**src/rtl/ula_seq_pkg.sv**
```systemverilog
// +--------------------------------------------------------------------------+
// | ula_seq_pkg: shared types, default widths and ALU opcodes for the        |
// | ula_sequenciador iteration sequencer.                                    |
// | Revision: 1.0                                                            |
// +--------------------------------------------------------------------------+
`default_nettype none

package ula_seq_pkg;

    localparam int W_DEFAULT  = 6;
    localparam int CW_DEFAULT = 4;

    typedef enum logic [1:0] {
        IDLE = 2'd0,
        RUN  = 2'd1,
        RESP = 2'd2
    } state_t;

    localparam logic [3:0] SEL_ADD     = 4'b0000;
    localparam logic [3:0] SEL_SUB     = 4'b0001;
    localparam logic [3:0] SEL_ADD_INV = 4'b0010;
    localparam logic [3:0] SEL_SUB_INV = 4'b0011;
    localparam logic [3:0] SEL_INC_A   = 4'b0100;
    localparam logic [3:0] SEL_DEC_A   = 4'b0101;
    localparam logic [3:0] SEL_INC_B   = 4'b0110;
    localparam logic [3:0] SEL_DEC_B   = 4'b0111;

endpackage

`default_nettype wire

```
**src/rtl/ula_sequenciador.sv**
```systemverilog
// +--------------------------------------------------------------------------+
// | ula_sequenciador: applies one ALU opcode cmd_count times to an           |
// | accumulator via an external combinational ALU, then returns the result.  |
// | Option: ULA_SEQ_STOP_ON_OVF_EN ends the run on the first overflow.       |
// | Revision: 1.0                                                            |
// +--------------------------------------------------------------------------+
`default_nettype none

module ula_sequenciador
    import ula_seq_pkg::*;
#(
    parameter int W  = W_DEFAULT,
    parameter int CW = CW_DEFAULT
) (
    input  logic          clk,
    input  logic          Reset,
    input  logic          cmd_valid,
    output logic          cmd_ready,
    input  logic [3:0]    cmd_sel,
    input  logic [W-1:0]  cmd_init,
    input  logic [W-1:0]  cmd_operand,
    input  logic [CW-1:0] cmd_count,
    output logic [W-1:0]  alu_A,
    output logic [W-1:0]  alu_B,
    output logic [3:0]    alu_Sel,
    output logic          alu_Reset,
    input  logic [W-1:0]  alu_O,
    input  logic          alu_Overflow,
    input  logic          alu_Zero,
    output logic          rsp_valid,
    input  logic          rsp_ready,
    output logic [W-1:0]  rsp_result,
    output logic          rsp_overflow,
    output logic          rsp_zero,
    output logic [CW-1:0] rsp_iters
);

    state_t        state;
    state_t        state_next;
    logic          accept;
    logic          last_iter;

    logic [3:0]    sel;
    logic [W-1:0]  operand;
    logic [W-1:0]  acc;
    logic [CW-1:0] remaining;
    logic [CW-1:0] iters;
    logic          ovf;
    logic          zero;

`ifdef ULA_SEQ_STOP_ON_OVF_EN
    assign last_iter = (remaining == CW'(1)) || alu_Overflow;
`else
    assign last_iter = (remaining == CW'(1));
`endif

    always_ff @(posedge clk) begin
        if (Reset) begin
            state <= IDLE;
        end else begin
            state <= state_next;
        end
    end

    always_comb begin
        state_next = state;
        accept     = 1'b0;
        cmd_ready  = 1'b0;
        rsp_valid  = 1'b0;
        alu_Reset  = 1'b1;
        alu_A      = '0;
        alu_B      = '0;
        alu_Sel    = '0;
        case (state)
            IDLE: begin
                cmd_ready = 1'b1;
                if (cmd_valid) begin
                    accept     = 1'b1;
                    state_next = (cmd_count != '0) ? RUN : RESP;
                end
            end
            RUN: begin
                alu_Reset = 1'b0;
                alu_A     = acc;
                alu_B     = operand;
                alu_Sel   = sel;
                if (last_iter) begin
                    state_next = RESP;
                end
            end
            RESP: begin
                rsp_valid = 1'b1;
                // Returning to IDLE first keeps a pending command from slipping in this cycle.
                if (rsp_ready) begin
                    state_next = IDLE;
                end
            end
            default: state_next = IDLE;
        endcase
    end

    always_ff @(posedge clk) begin
        if (Reset) begin
            sel       <= '0;
            operand   <= '0;
            acc       <= '0;
            remaining <= '0;
            iters     <= '0;
            ovf       <= 1'b0;
            zero      <= 1'b0;
        end else if (accept) begin
            sel       <= cmd_sel;
            operand   <= cmd_operand;
            acc       <= cmd_init;
            remaining <= cmd_count;
            iters     <= '0;
            ovf       <= 1'b0;
            zero      <= (cmd_init == '0);
        end else if (state == RUN) begin
            acc       <= alu_O;
            zero      <= alu_Zero;
            ovf       <= ovf | alu_Overflow;
            iters     <= iters + CW'(1);
            remaining <= remaining - CW'(1);
        end
    end

    assign rsp_result   = acc;
    assign rsp_overflow = ovf;
    assign rsp_zero     = zero;
    assign rsp_iters    = iters;

endmodule

`default_nettype wire

```
**config.mk**
```make
export PLATFORM = sky130hd
export DESIGN_NAME = ula_sequenciador
export DESIGN_NICKNAME = d
export VERILOG_FILES = /design/src/rtl/ula_seq_pkg.sv /design/src/rtl/ula_sequenciador.sv
export SDC_FILE = /design/constraint.sdc
export NUM_CORES = 1
export LEC_CHECK = 0
export ABC_AREA = 0
export CAP_MARGIN = 40
export CELL_PAD_IN_SITES_DETAIL_PLACEMENT = 0
export CELL_PAD_IN_SITES_GLOBAL_PLACEMENT = 1
export CORE_AREA = 3 3 63 65
export DETAILED_ROUTE_END_ITERATION = 8
export DIE_AREA = 0 0 66 68
export DONT_BUFFER_PORTS = 1
export PLACE_DENSITY_LB_ADDON = 0.1
export REMOVE_ABC_BUFFERS = 1
export SLEW_MARGIN = 15
export SYNTH_ARGS = -nofsm -noshare
export SYNTH_HDL_FRONTEND = slang
export SYNTH_SLANG_ARGS = --single-unit
```
**constraint.sdc**
```tcl
create_clock -name clk -period 1.45 [get_ports clk]
set_input_delay 0.145 -clock clk [delete_from_list [all_inputs] [get_ports clk]]
set_output_delay 0.145 -clock clk [all_outputs]
set_load 0.01 [all_outputs]
```
# --- Word-level counts from Yosys, hierarchy flattened ---
# Cells that the tools add are included.
word_totals:
  ff_bits: 28
  latchBits: 0
  mem_bits_rw: 0
  rom_bits: 0
  input_bits: 32
  out_inout_bits: 31
  wordCells: 42
  memories: 0
op_classes:
  add_sub_neg: 2
  multipliers: 0
  div_mod_pow: 0
  magnitude_cmp: 0
  n_eq_ne: 6
  n_shift: 0
  muxes: 19
  bitwise: 1
  reduce_logical: 6
op_table:
  columns: ["operator", "count"]
  rows:
  - ["$mux 6", 4]
  - ["$mux 4", 3]
  - ["$mux 2", 4]
  - ["$mux 1", 7]
  - ["$logic_not 6->1", 1]
  - ["$ne 2x2->1 const B", 3]
  - ["$pmux 2 s3", 1]
  - ["$add 4x1->4 const B", 1]
  - ["$eq 4x1->1 const B", 1]
  - ["$reduce_bool 4->1", 1]
  - ["$sub 4x1->4 const B", 1]
  - ["$reduce_and 3->1", 1]
  - ["$eq 2x1->1 const B", 1]
  - ["$eq 2x2->1 const B", 1]
  - ["$logic_not 2->1", 1]
  - ["$reduce_bool 2->1", 1]
  - ["$reduce_or 2->1", 1]
  - ["$or 1x1->1", 1]

# --- Longest topological paths before layout ---
logic_depth:
  word_depth: 4
  mapped_depth: 5
  mapped_depth_nobuf: 5

# --- Worst setup path after synthesis ---
# OpenSTA, ideal clock, no wires.
synth_timing:
  path_kind: "reg-to-reg"
  startpoint: "register state[1]"
  endpoint: "register operand[5]"
  setup_ns: 0.133
  arrival_ns: 1.209
  t_required_ns: 1.317
  setup_slack_ns: 0.109
  stages_incl_launch_ff: 6
  n_path_buf: 2
  period_less_slack_ns: 1.341
  path_cell_list: "dfxtp_1 > buf_2 > or3b_2 > buf_2 > nand2_1 > a21oi_1"
synth_via:
  elab_chain_cells: 2
synth_rtl:
  columns: ["item", "line", "rtl"]
  rows:
  - ["start: declaration", "ula_sequenciador.sv:38", "state_t state;"]
  - ["start signal: assignment", "ula_sequenciador.sv:61", "state <= state_next;"]
  - ["$logic_not 2->1", "ula_sequenciador.sv:74", "case (state)"]
  - ["$mux 1", "ula_sequenciador.sv:74", null]
  - ["end signal: assignment", "ula_sequenciador.sv:113", "operand <= cmd_operand;"]
  - ["end: declaration", "ula_sequenciador.sv:44", "logic [W-1:0] operand;"]
# Every way passes these cells.
# A chain may end at the register's enable or synchronous reset.

# --- Final worst setup path ---
layout_timing:
  startpoint: "register state[1]"
  endpoint: "output port alu_A[5]"
layout_via:
  elab_chain_cells: 2
layout_rtl:
  columns: ["item", "line", "rtl"]
  rows:
  - ["$eq 2x1->1", "ula_sequenciador.sv:74", null]
  - ["$mux 6", "ula_sequenciador.sv:74", null]
  - ["end: declaration", "ula_sequenciador.sv:23", "output logic [W-1:0] alu_A,"]
# Every way passes these cells.

==> impl_metrics.env <==
export IMPL_timing_setup_tns_ns=0
export IMPL_holdCritPathClass="in -> reg"
export IMPL_area_growth_syn_to_layout_pct=30.9
export IMPL_setup_slack_ns=0.0146
export IMPL_routedWlPerCell_um=15.3
export IMPL_synth_seq_cells=28
export IMPL_max_clock_path_buffers=2
export IMPL_maxCapViolations=0
export IMPL_finalHoldViolations=0
export IMPL_worst_clock_skew_ns=0.0127
export IMPL_grt_usage=0.156
export IMPL_fin_crit_sh=0.990
export IMPL_number_of_cell_rows=21
export IMPL_avgViaCountPerCell=5.19
export IMPL_grt_remaining_overflow=0
export IMPL_finalCriticalPeriod_ns=1.44
export IMPL_syn_mean_instance_area_sq_um=8.20
export IMPL_ys_warn_count=0
export IMPL_vias_in_the_first_global_route=1137
export IMPL_synth_largest_type_area_fraction=0.430
export IMPL_post_route_cells_drive_above_1_share=0.185
export IMPL_most_used_flip_flop_cell_after_synthesis="sky130_fd_sc_hd__dfxtp_1"
export IMPL_synth_sequential_area_ratio=0.430
export IMPL_synth_edff_count=0
export IMPL_initial_core_util=0.385
export IMPL_wl_final_um=3520
export IMPL_dpl_worst_slack_ns=0.104
export IMPL_worst_ep_arrival_time_ns=1.29
export IMPL_timing_fmax_mhz=697
export IMPL_drtAntennaViolNets=0
export IMPL_numPortBuffers=0
export IMPL_die_width_um=66
export IMPL_grt_pass1_wl_um=5350
export IMPL_final_nets=220
export IMPL_synth_async_sr_flop_share=0
export IMPL_setup_worst_path_class="reg -> out"
export IMPL_cp_endpoint="alu_A[5]"
export IMPL_cts_max_level=1
export IMPL_num_fill_cells=330
export IMPL_drc_errors=0
export IMPL_finalWeightedCongestion=0.801
export IMPL_slew_headroom=0.746
export IMPL_timing_critical_path_fanout_max=11
export IMPL_area_sequential_sq_um=563
export IMPL_dr_first_iter_drc_count=75
export IMPL_vdd_ir_drop_worst_mv=0.455
export IMPL_clkTransAtPathRegs_ns=0.16
export IMPL_multi_input_comb_area_sq_um=716
export IMPL_cts_tree="built"
export IMPL_post_route_cell_area_sq_um=1710
export IMPL_synthesis_instances=159
export IMPL_mappedNetlistArea_sq_um=1300
export IMPL_i_o_pin_count=63
export IMPL_worstSetupStartpointType="flip-flop"
export IMPL_reg2reg_to="rsp_iters[3]"
export IMPL_final_max_slew_violation_count=0
export IMPL_antenna_found_initial=0
export IMPL_clock_latency_at_the_later_pin_of_the_worst_skew_pair_ns=0.33
export IMPL_clock_tree_root_cell="sky130_fd_sc_hd__clkbuf_4"
export IMPL_grt_setup_unrepaired="yes"
export IMPL_largest_net_degree_at_the_start_of_global_routing=26
export IMPL_worstSetupStartpoint="state[1]"
export IMPL_core_box_area_sq_um=3390
export IMPL_setup_violation_total_in_the_final_timing_report=0
export IMPL_worstSetupEndpointType="output port"
export IMPL_chipHeight_um=68
export IMPL_worst_r2r_startpoint="state[1]"
export IMPL_floorplan_die_area_sq_um=4490
export IMPL_outcome="finished, final reports clean"
export IMPL_routed_via_count=1193
export IMPL_max_slew_worst_pin_slew_ns=0.377
export IMPL_post_synth_top_area_cell="sky130_fd_sc_hd__dfxtp_1"
export IMPL_dp_final_hpwl_um=2410
export IMPL_tritoncts_num_buffers=3
export IMPL_synth_cell_types=34
export IMPL_required_ns=1.31
export IMPL_power_per_cell_area_nw_per_um2=978
export IMPL_dpl_cell_area_sq_um=1360
export IMPL_power_leakage_nw=0.652
export IMPL_n_antenna_cell=0
export IMPL_timing_reg2reg_worst_path_depth=5
export IMPL_reg2reg_setup_slack_ns=0.05
export IMPL_clock_sinks=28
export IMPL_ys_top_cells_by_area="sky130_fd_sc_hd__dfxtp_1 (43%), sky130_fd_sc_hd__and2_1 (7.7%), sky130_fd_sc_hd__nand2_1 (6.9%), sky130_fd_sc_hd__a21oi_1 (5.8%), sky130_fd_sc_hd__nor2_1 (3.7%)"
export IMPL_first_pass_iters=3
## cell usage in the layout, fill, tap and decap left out, types with 2 or more instances in the layout
| cell | instances |
|---|---|
| sky130_fd_sc_hd__nand3b_1 | 2 |
| sky130_fd_sc_hd__nor2_1 | 12 |
| sky130_fd_sc_hd__a211oi_1 | 6 |
| sky130_fd_sc_hd__nand3_1 | 3 |
| sky130_fd_sc_hd__dfxtp_1 | 26 |
| sky130_fd_sc_hd__and2_4 | 10 |
| sky130_fd_sc_hd__or3b_2 | 2 |
| sky130_fd_sc_hd__nor4_1 | 2 |
| sky130_fd_sc_hd__ha_1 | 3 |
| sky130_fd_sc_hd__inv_2 | 2 |
| sky130_fd_sc_hd__dfxtp_2 | 2 |
| sky130_fd_sc_hd__nand2b_1 | 2 |
| sky130_fd_sc_hd__o21ai_0 | 2 |
| sky130_fd_sc_hd__buf_4 | 6 |
| sky130_fd_sc_hd__and2_1 | 6 |
| sky130_fd_sc_hd__nand2_1 | 24 |
| sky130_fd_sc_hd__inv_1 | 3 |
| sky130_fd_sc_hd__o22ai_1 | 6 |
| sky130_fd_sc_hd__dlygate4sd3_1 | 21 |
| sky130_fd_sc_hd__a21oi_1 | 14 |
| sky130_fd_sc_hd__or3_1 | 3 |
| sky130_fd_sc_hd__a2bb2oi_1 | 3 |
| sky130_fd_sc_hd__clkbuf_4 | 3 |
| sky130_fd_sc_hd__nor3_1 | 2 |
## flip-flops by register name, indices dropped and copies added (netlist names)
register	count
rsp_overflow	1
rsp_result	6
state	2
remaining	4
rsp_iters	4
sel	4
operand	6
rsp_zero	1
## per-stage QoR
step	utilization	hold WS, ns	cells	total power [mW]
2_1_floorplan	-	0.214	150	1.11
3_3_place_gp	0.401	0.219	201	1.19
3_5_place_dp	0.401	0.220	201	1.20
4_1_cts	0.475	0.00362	225	1.64
5_1_grt	0.504	0.0122	230	1.77
6_report	0.504	0.00640	230	1.67
## cell usage after synthesis, drive strengths merged, types with 2 or more instances
cell,number
dfxtp,28
inv,5
or3,3
ha,3
and2,16
nand3b,2
o21ai,2
buf,5
a211oi,6
nand2b,2
a2bb2oi,3
nor2,13
or3b,2
o22ai,6
clkbuf,4
nand2,24
nand3,3
a21oi,15
nor4,2
nor3,2
## worst max-delay path, cell delays in order, from the launching register on
cell and delay (ns):
sky130_fd_sc_hd__dfxtp_2 0.37, sky130_fd_sc_hd__and2b_2 0.26, sky130_fd_sc_hd__buf_12 0.15, sky130_fd_sc_hd__and2_1 0.18
## kinds of logic after synthesis
family                   count (synthesis)  share of synthesized area
flip-flops                              28                      0.430
AND/OR/NAND/NOR                         71                      0.277
XOR/XNOR                                 2                     0.0134
buffers and inverters                   14                     0.0451
AO/OA/AOI/OAI                           41                      0.205
adder cells (fa/ha/maj)                  3                     0.0288
## routing by layer
layer | track usage | part of all wire
met4 | 0.0533 | 0.0046
met1 | 0.197 | 0.44
met5 | 0 | 0
met2 | 0.268 | 0.48
met3 | 0.0296 | 0.071
## layout make-up
| class | count | area share |
|---|---|---|
| Clock buffer | 4 | 0.0213 |
| Tap cell | 46 | 0.0337 |
| Inverter | 5 | 0.0110 |
| Timing Repair Buffer | 30 | 0.185 |
| Multi-Input combinational cell | 117 | 0.419 |
| Sequential cell | 28 | 0.330 |
## report_power, final
group          internal, mW  switching, mW  leakage, nW  total [mW]
clock                 0.154          0.227       0.0210       0.381
combinational         0.199          0.199        0.400       0.398
sequential            0.834         0.0573        0.231       0.891
## worst min-delay path by stage
| stage | cells past startpoint | from | slack (ns) | end |
|---|---|---|---|---|
| after floorplan | 1 | Reset | 0.21 | operand[0] |
| after global placement | 1 | Reset | 0.22 | remaining[0] |
| after detailed placement | 1 | Reset | 0.22 | operand[0] |
| after CTS | 2 | cmd_count[2] | 0.004 | remaining[2] |
| after global routing | 2 | cmd_count[2] | 0.01 | remaining[2] |
| final | 2 | cmd_count[2] | 0.006 | remaining[2] |
## repair_timing
action                                 CTS  global route
pin swaps                                0             3
gates resized for setup                  6            12
hold buffers                            20             1
endpoints found under the hold margin   24             1
setup endpoints to repair               17            18
cloned                                   0             1
setup buffers                            0             2
Power figures use the tool's default switching activity.
